### config.mk
export PLATFORM = sky130hd
export DESIGN_NAME = vga_frame_loader
export DESIGN_NICKNAME = d
export VERILOG_FILES = /design/src/rtl/vga_frame_loader.sv
export SDC_FILE = /design/constraint.sdc
export NUM_CORES = 1
export LEC_CHECK = 0
export ABC_AREA = 1
export CORE_UTILIZATION = 40
export DETAILED_ROUTE_END_ITERATION = 6
export PLACE_DENSITY = 0.69
export SETUP_SLACK_MARGIN = 0.1
export SYNTH_ARGS = -nofsm -noshare
export SYNTH_HDL_FRONTEND = slang
export SYNTH_SLANG_ARGS = --single-unit
### constraint.sdc
create_clock -name clock -period 3.69 [get_ports clock]
set_input_delay 0.5535 -clock clock [delete_from_list [all_inputs] [get_ports clock]]
set_output_delay 0.5535 -clock clock [all_outputs]
set_load 0.01 [all_outputs]
### src/rtl/vga_frame_loader.sv
// vga_frame_loader: round-robin arbiter that latches a 64-bit frame from one of two
// requesters and streams it to the VGA instruction port as LD0..LD7 byte loads.
module vga_frame_loader #(
   parameter int ISSUE_GAP = 0
) (
   input  logic        clock,
   input  logic        reset,
   input  logic [63:0] req0_frame,
   input  logic        req0_valid,
   output logic        req0_ready,
   input  logic [63:0] req1_frame,
   input  logic        req1_valid,
   output logic        req1_ready,
   output logic [11:0] inst,
   output logic        inst_en,
   output logic        busy,
   output logic        grant_id,
   output logic        frame_done
);
   localparam int GW = ISSUE_GAP > 0 ? $clog2(ISSUE_GAP + 1) : 1;
   localparam logic [GW-1:0] GAP_LOAD = GW'(ISSUE_GAP > 0 ? ISSUE_GAP - 1 : 0);
   typedef enum logic [1:0] {IDLE, ISSUE, GAP} state_t;
   state_t      state_q;
   logic [63:0] frame_q;
   logic [2:0]  idx_q;
   logic [GW-1:0] gap_q;
   logic        last_q, grant_q, busy_q, done_q, en_q;
   logic [11:0] inst_q;
   logic        g0_d, g1_d;
   logic [2:0]  idx_d;
   logic [11:0] inst_d;
   // last_q holds the previous winner, so a tie goes to the other requester
   assign g0_d = !reset && state_q == IDLE && req0_valid && (!req1_valid || last_q);
   assign g1_d = !reset && state_q == IDLE && req1_valid && (!req0_valid || !last_q);
   assign idx_d = idx_q + 3'd1;
   assign inst_d = {{1'b0, idx_d} + 4'd1, frame_q[{idx_d, 3'b000} +: 8]};
   assign req0_ready = g0_d;
   assign req1_ready = g1_d;
   assign inst = inst_q;
   assign inst_en = en_q;
   assign busy = busy_q;
   assign grant_id = grant_q;
   assign frame_done = done_q;
   always_ff @(posedge clock) begin
      if (reset || !(state_q inside {IDLE, ISSUE, GAP})) begin
         state_q <= IDLE;
         frame_q <= '0;
         idx_q   <= '0;
         gap_q   <= '0;
         last_q  <= 1'b1;
         grant_q <= 1'b0;
         busy_q  <= 1'b0;
         done_q  <= 1'b0;
         en_q    <= 1'b0;
         inst_q  <= '0;
      end else begin
         case (state_q)
            IDLE: begin
               en_q   <= 1'b0;
               inst_q <= '0;
               done_q <= 1'b0;
               if (g0_d || g1_d) begin
                  frame_q <= g1_d ? req1_frame : req0_frame;
                  grant_q <= g1_d;
                  last_q  <= g1_d;
                  busy_q  <= 1'b1;
                  idx_q   <= '0;
                  inst_q  <= {4'h1, g1_d ? req1_frame[7:0] : req0_frame[7:0]};
                  en_q    <= 1'b1;
                  state_q <= ISSUE;
               end
            end
            ISSUE: begin
               if (idx_q == 3'd7) begin
                  state_q <= IDLE;
                  busy_q  <= 1'b0;
                  en_q    <= 1'b0;
                  inst_q  <= '0;
                  done_q  <= 1'b0;
               end else if (ISSUE_GAP > 0) begin
                  state_q <= GAP;
                  gap_q   <= GAP_LOAD;
                  en_q    <= 1'b0;
                  inst_q  <= '0;
                  done_q  <= 1'b0;
               end else begin
                  idx_q  <= idx_d;
                  inst_q <= inst_d;
                  en_q   <= 1'b1;
                  done_q <= idx_d == 3'd7;
               end
            end
            GAP: begin
               if (gap_q == '0) begin
                  state_q <= ISSUE;
                  idx_q   <= idx_d;
                  inst_q  <= inst_d;
                  en_q    <= 1'b1;
                  done_q  <= idx_d == 3'd7;
               end else begin
                  gap_q <= gap_q - 1'b1;
               end
            end
            default: state_q <= IDLE;
         endcase
      end
   end
endmodule

==> impl_metrics.tcl, run 1 <==
set metrics [dict create \
    grt_overflow_total 0 \
    hold_depth 2 \
    syn_to_final_growth_pct 37.8 \
    seqCellArea_um2 1680 \
    synthCells 785 \
    worst_setup_path_end_kind "output port" \
    cts_setup_buffers 0 \
    drt_iter0_drc 271 \
    reg2reg_depth 9 \
    critPathArrivalTime_ns 2.13 \
    setup_tns_ns 0 \
    ir_drop_uv 243 \
    maxCapViolations 0 \
    critical_path_class "in2out" \
    yosysWarnings 0 \
    ys_seq_area_share_pct 35.7 \
    htree_levels 3 \
    cpMaxStageDelayCell "clkdlybuf4s50_1" \
    final_nets 1042 \
    synth_top_flop_cell "dfxtp_1" \
    synth_cell_types 24 \
    cp_common_cell "clkdlybuf4s50_1" \
    core_region_area_um2 11500 \
    ctsResizeCount 0 \
    via_count 4879 \
    cp_cell_sequence "clkdlybuf4s50_1 -> inv_1 -> o21ai_0 -> nor3_1 -> clkdlybuf4s50_1" \
    grt_setup_unrepaired "false" \
    r2r-end "inst[0]" \
    numClockSinks 84 \
    cts_hold_buf 0 \
    clockBufferDepth 2 \
    wl_per_cell_um 12.7 \
    viasPerCell 4.63 \
    status "finished, final reports clean" \
    die_area_um2 12200 \
    max-slew-margin-rel_pct 50.4 \
    drive_gt1_share_pct 3.30 \
    fmaxAchievable_ghz 0.372 \
    num_rows 39 \
    cts-buffers-inserted 9 \
    grt_pass1_wl_um 22900 \
    period_share_pct 72.8 \
    worst_hold_slack_ns 0.466 \
    synth-seq-cells 84 \
    whs_endpoint "frame_q[1]" \
    clk_pin_slew_ns 0.06 \
    fin_skew_ns 0.00681 \
    drv_slew 0 \
    timing.rr.start "idx_q[0]" \
    rrSetupSlack_ns 1.23 \
    die_x_um 111 \
    syn-num-nets 921 \
    dieHeight_um 111 \
    power.density_nw_per_um2 391 \
    diodes 0 \
    critPathMaxStageDelay_ns 0.64 \
    synth_area_per_cell_um2 6.01 \
    async_flop_share_pct 0 \
    setup_viol 0 \
    root_buffer "clkbuf_16" \
    min_from "frame_q[1]" \
    grt_pass1_vias 4668 \
    crit_path_start_kind "input pin" \
    syn_area_um2 4710 \
    antenna_found_initial 0 \
    floorplan.initialDensity_pct 41.1 \
    wirelength_um 13400 \
    hold_viol 0 \
    portBuffers 149 \
    synth_edf_count 0 \
    multi_input_area_um2 2200 \
    cts_tree "done" \
    crit_fanout 11 \
    power_w 0.00254 \
    place_hpwl_um 9100 \
    first_pass_iters 4 \
    required_ns 3.14 \
    min_period_ns 2.69 \
    grt_use_total_pct 22.7 \
    post-route-drc-count 0 \
    worstMarginPinSlew_ns 0.745 \
    detail-route-antenna-nets 0 \
    clock_latency_ns 0.34 \
    gp_congestion 0.789 \
    grt_max_degree 71 \
    p_leak_nw 3.32 \
    pin_count 150 \
    hold_path.class "reg2reg" \
    fill_cells 1143 \
]
worst max-delay path, delay by kind of cell:
family	cells	cell delay, ns
AO/OA/AOI/OAI	1	0.08
buffers and inverters	3	1.34
AND/OR/NAND/NOR	1	0.17
cells by family after synthesis:
group                    after synthesis  synth area share (%)
AO/OA/AOI/OAI                         73                  7.88
adder cells (fa/ha/maj)                4                  1.06
buffers and inverters                203                  17.9
flip-flops                            84                  35.7
AND/OR/NAND/NOR                      421                  37.5
worst max path at each step:
stage,endpoint,slack (ns),from
4_1_cts,req0_ready,1.02,req1_valid
3_5_place_dp,inst[8],1.04,req1_valid
6_report,req0_ready,1.00,req1_valid
5_1_grt,inst[0],0.91,idx_q[0]
3_3_place_gp,inst[0],1.05,req0_valid
2_1_floorplan,inst[1],1.82,idx_q[0]
per-layer routing:
metal / vias up / global-route usage (%) / part of all wire [%]
li1: 2613 / - / -
met1: 2085 / 31.5 / 48
met2: 155 / 35.2 / 43
met3: 26 / 3.95 / 6.1
met4: 0 / 8.62 / 2.3
met5: - / 0 / 0
layout by cell type, fill, tap and decap left out, types with 3 or more instances in the layout:
master and count:
clkdlybuf4s50_1 148, o21ai_0 3, nand4_1 8, clkbuf_16 9, nand2_1 296, ha_1 4
buf_4 8, dfxtp_1 84, nand3_1 106, a21oi_1 68, inv_1 152, nor2_1 4
synthesized netlist by cell type (3+ instances only):
library cell | count | area share [%]
buf_4 | 5 | 0.80
clkbuf_1 | 12 | 0.96
nor2_1 | 4 | 0.32
nand3_1 | 106 | 11
buf_1 | 4 | 0.32
nand2_1 | 296 | 24
nand4_1 | 8 | 1.1
inv_1 | 152 | 12
buf_2 | 21 | 2.2
ha_1 | 4 | 1.1
buf_6 | 5 | 1.2
o21ai_0 | 3 | 0.32
dfxtp_1 | 84 | 36
a21oi_1 | 68 | 7.2
flip-flops by register name, summed over array words and instances, names as in the netlist:
signal and flops:
frame_done 1, inst_en 1, idx_q 3, busy 1, frame_q 64, grant_id 1
last_q 1, inst 12
through the flow:
stage / util [%] / area (µm²) / std cells / setup slack (ns)
floorplan: - / 4710 / 785 / 1.82
CTS: 56.7 / 6500 / 1053 / 1.02
global placement: 54.0 / 6190 / 1038 / 1.05
global route: 56.7 / 6500 / 1053 / 0.909
finish: 56.7 / 6500 / 1053 / 1.00
detailed placement: 54.0 / 6190 / 1038 / 1.04
report_power, final:
group          internal [W]  switching [W]  total (W)
logic              0.000271       0.000327   0.000598
clock network      0.000589       0.000351   0.000940
registers          0.000980      0.0000233    0.00100
area by class of cell:
class | instances | area share [%]
tap | 143 | 2.75
clock buffer | 11 | 3.58
clock inverter | 4 | 1.16
inverter | 156 | 9.01
multi-input combinational | 498 | 33.8
sequential | 84 | 25.9
timing repair buffer | 157 | 23.8
(Power assumes the default switching activity.)
==> run 2, diff against run 1 <==
- PLACE_DENSITY: 0.69 -> 0.71
- clock period: 3.69 -> 2.43 ns (I/O delays scaled with it)
==> run 2 against run 1 <==
Clock power is 43% higher. Cell area increased by 0.87%. Count of clock-buffer cells in the layout unchanged. Critical path depth stayed put. Core utilization grew 0.49 points. Clock skew hardly changed. Critical endpoint is now req1_ready.
==> impl_metrics.tcl, run 2 (synthesis results as in run 1) <==
set metrics [dict create \
    status "finished, final reports clean" \
    setup_viol 0 \
    final_cell_mix "296 x nand2_1, 152 x inv_1, 148 x clkdlybuf4s50_1" \
    p_leak_nw 3.35 \
    clockBufferDepth 2 \
    clk_pin_slew_ns 0.06 \
    grt_max_degree 70 \
    post-route-drc-count 0 \
    crit_fanout 9 \
    drive_gt1_share_pct 3.94 \
    drv_slew 0 \
    floorplan.initialDensity_pct 41.1 \
    cp_common_cell "clkdlybuf4s50_1" \
    cts_tree "done" \
    fmaxAchievable_ghz 0.454 \
    syn_to_final_growth_pct 39.0 \
    detail-route-antenna-nets 0 \
    seqCellArea_um2 1680 \
    timing.rr.start "idx_q[0]" \
    num_rows 39 \
    place_hpwl_um 9190 \
    met2_length_um 6140 \
    ir_drop_uv 414 \
    critical_path_class "in2out" \
    setup_tns_ns 0 \
    power.density_nw_per_um2 578 \
    grt_use_total_pct 22.9 \
    routed.top_layer "met4" \
    die_x_um 111 \
    cp_cell_sequence "clkdlybuf4s50_1 -> nand2_2 -> nand3_2 -> inv_2 -> clkdlybuf4s50_1" \
    diodes 0 \
    final_common_cell "nand2_1" \
    clock_latency_ns 0.33 \
    regMostFlops "frame_q" \
    maxCapViolations 0 \
    core_region_area_um2 11500 \
    min_from "grant_id" \
    setup_ws_ns 0.226 \
    wl_per_cell_um 12.6 \
    critPathMaxStageDelay_ns 0.54 \
    critPathArrivalTime_ns 1.84 \
    drt_iter0_drc 313 \
    max-slew-margin-rel_pct 51.2 \
    numClockSinks 84 \
    grt_pass1_vias 4790 \
    crit_path_start_kind "input pin" \
    portBuffers 149 \
    wirelength_um 13400 \
    crit_end "req1_ready" \
    via_count 4875 \
    htree_levels 3 \
    cts_hold_buf 0 \
    period_share_pct 90.7 \
    dieHeight_um 111 \
    antenna_found_initial 0 \
    hold_viol 0 \
    gp_congestion 0.835 \
    reg2reg_depth 9 \
    grt_overflow_total 0 \
    viasPerCell 4.61 \
    crit_start "req0_valid" \
    worst_setup_path_end_kind "output port" \
    cts-buffers-inserted 9 \
    grt_pass1_wl_um 22800 \
    dr_wl_met3_um 721 \
    hold_path.class "reg2reg" \
    fin_skew_ns 0.00649 \
    largest_register_ffs 64 \
    first_pass_iters 5 \
    die_area_um2 12200 \
    required_ns 2.07 \
    cts_setup_buffers 0 \
    met1_length_um 6260 \
    cpMaxStageDelayCell "clkdlybuf4s50_1" \
    fill_cells 1123 \
    rrSetupSlack_ns 0.46 \
    root_buffer "clkbuf_16" \
    multi_input_area_um2 2200 \
    grt_setup_unrepaired "false" \
    pin_count 150 \
    r2r-end "inst[2]" \
    worstMarginPinSlew_ns 0.732 \
    final_nets 1046 \
    min_period_ns 2.20 \
    post-place-ws_ns 0.229 \
]
## run 2: cell types whose count changed in the layout (fill, tap and decap cells not counted)
cell	delta
clkbuf_8	+1
buf_12	+3
clkinv_2	+1
bufinv_16	-1
buf_4	+1
clkbuf_1	-1
clkinvlp_4	+1
clkinv_1	-1
## run 2: timing repair
item | 4_1_cts | 5_1_grt
endpoints found under the hold margin | 0 | 0
endpoints found under the setup margin | 0 | 6
gates resized for setup | 0 | 1
## run 2: per-stage QoR
| step | hold WS [ns] | total power, W | area [µm²] | std cells | utilization, % |
|---|---|---|---|---|---|
| 3_3_place_gp | 0.454 | 0.00247 | 6260 | 1042 | 54.6 |
| 6_report | 0.468 | 0.00379 | 6550 | 1057 | 57.1 |
| 3_5_place_dp | 0.461 | 0.00247 | 6260 | 1042 | 54.6 |
| 4_1_cts | 0.470 | 0.00382 | 6550 | 1057 | 57.1 |
| 2_1_floorplan | 0.444 | 0.00208 | 4710 | 785 | - |
| 5_1_grt | 0.488 | 0.00400 | 6550 | 1057 | 57.1 |
## run 2: final cells by class
type / instances / share of cell area (%)
multi-input cells: 498 / 33.5
repair buffers: 161 / 24.6
clock inverters: 4 / 0.764
inverters: 156 / 8.99
well taps: 143 / 2.73
flip-flops and latches: 84 / 25.7
clock buffers: 11 / 3.70
## run 2: power by group
group	internal (W)	total (W)	switching [W]
Sequential	0.00149	0.00153	0.0000376
Clock	0.000817	0.00134	0.000528
Combinational	0.000428	0.000918	0.000490
Total	0.00273	0.00379	0.00106
## run 2: worst min path at each step
stage	endpoint	slack [ns]	cells past startpoint
detailed placement	frame_q[6]	0.46	2
global placement	grant_id	0.45	2
global route	grant_id	0.49	2
floorplan	idx_q[2]	0.44	2
CTS	frame_q[0]	0.47	2
finish	grant_id	0.47	2
## run 2: critical path, delay by kind of cell
family,cells,cell delay (ns)
buf+inv,3,1.13
simple gates,2,0.35
## run 2: per-layer routing
metal | GRT usage, % | vias up
li1 | - | 2615
met1 | 29.7 | 2113
met2 | 38.1 | 128
met3 | 3.68 | 19
met4 | 8.89 | 0
met5 | 0 | -
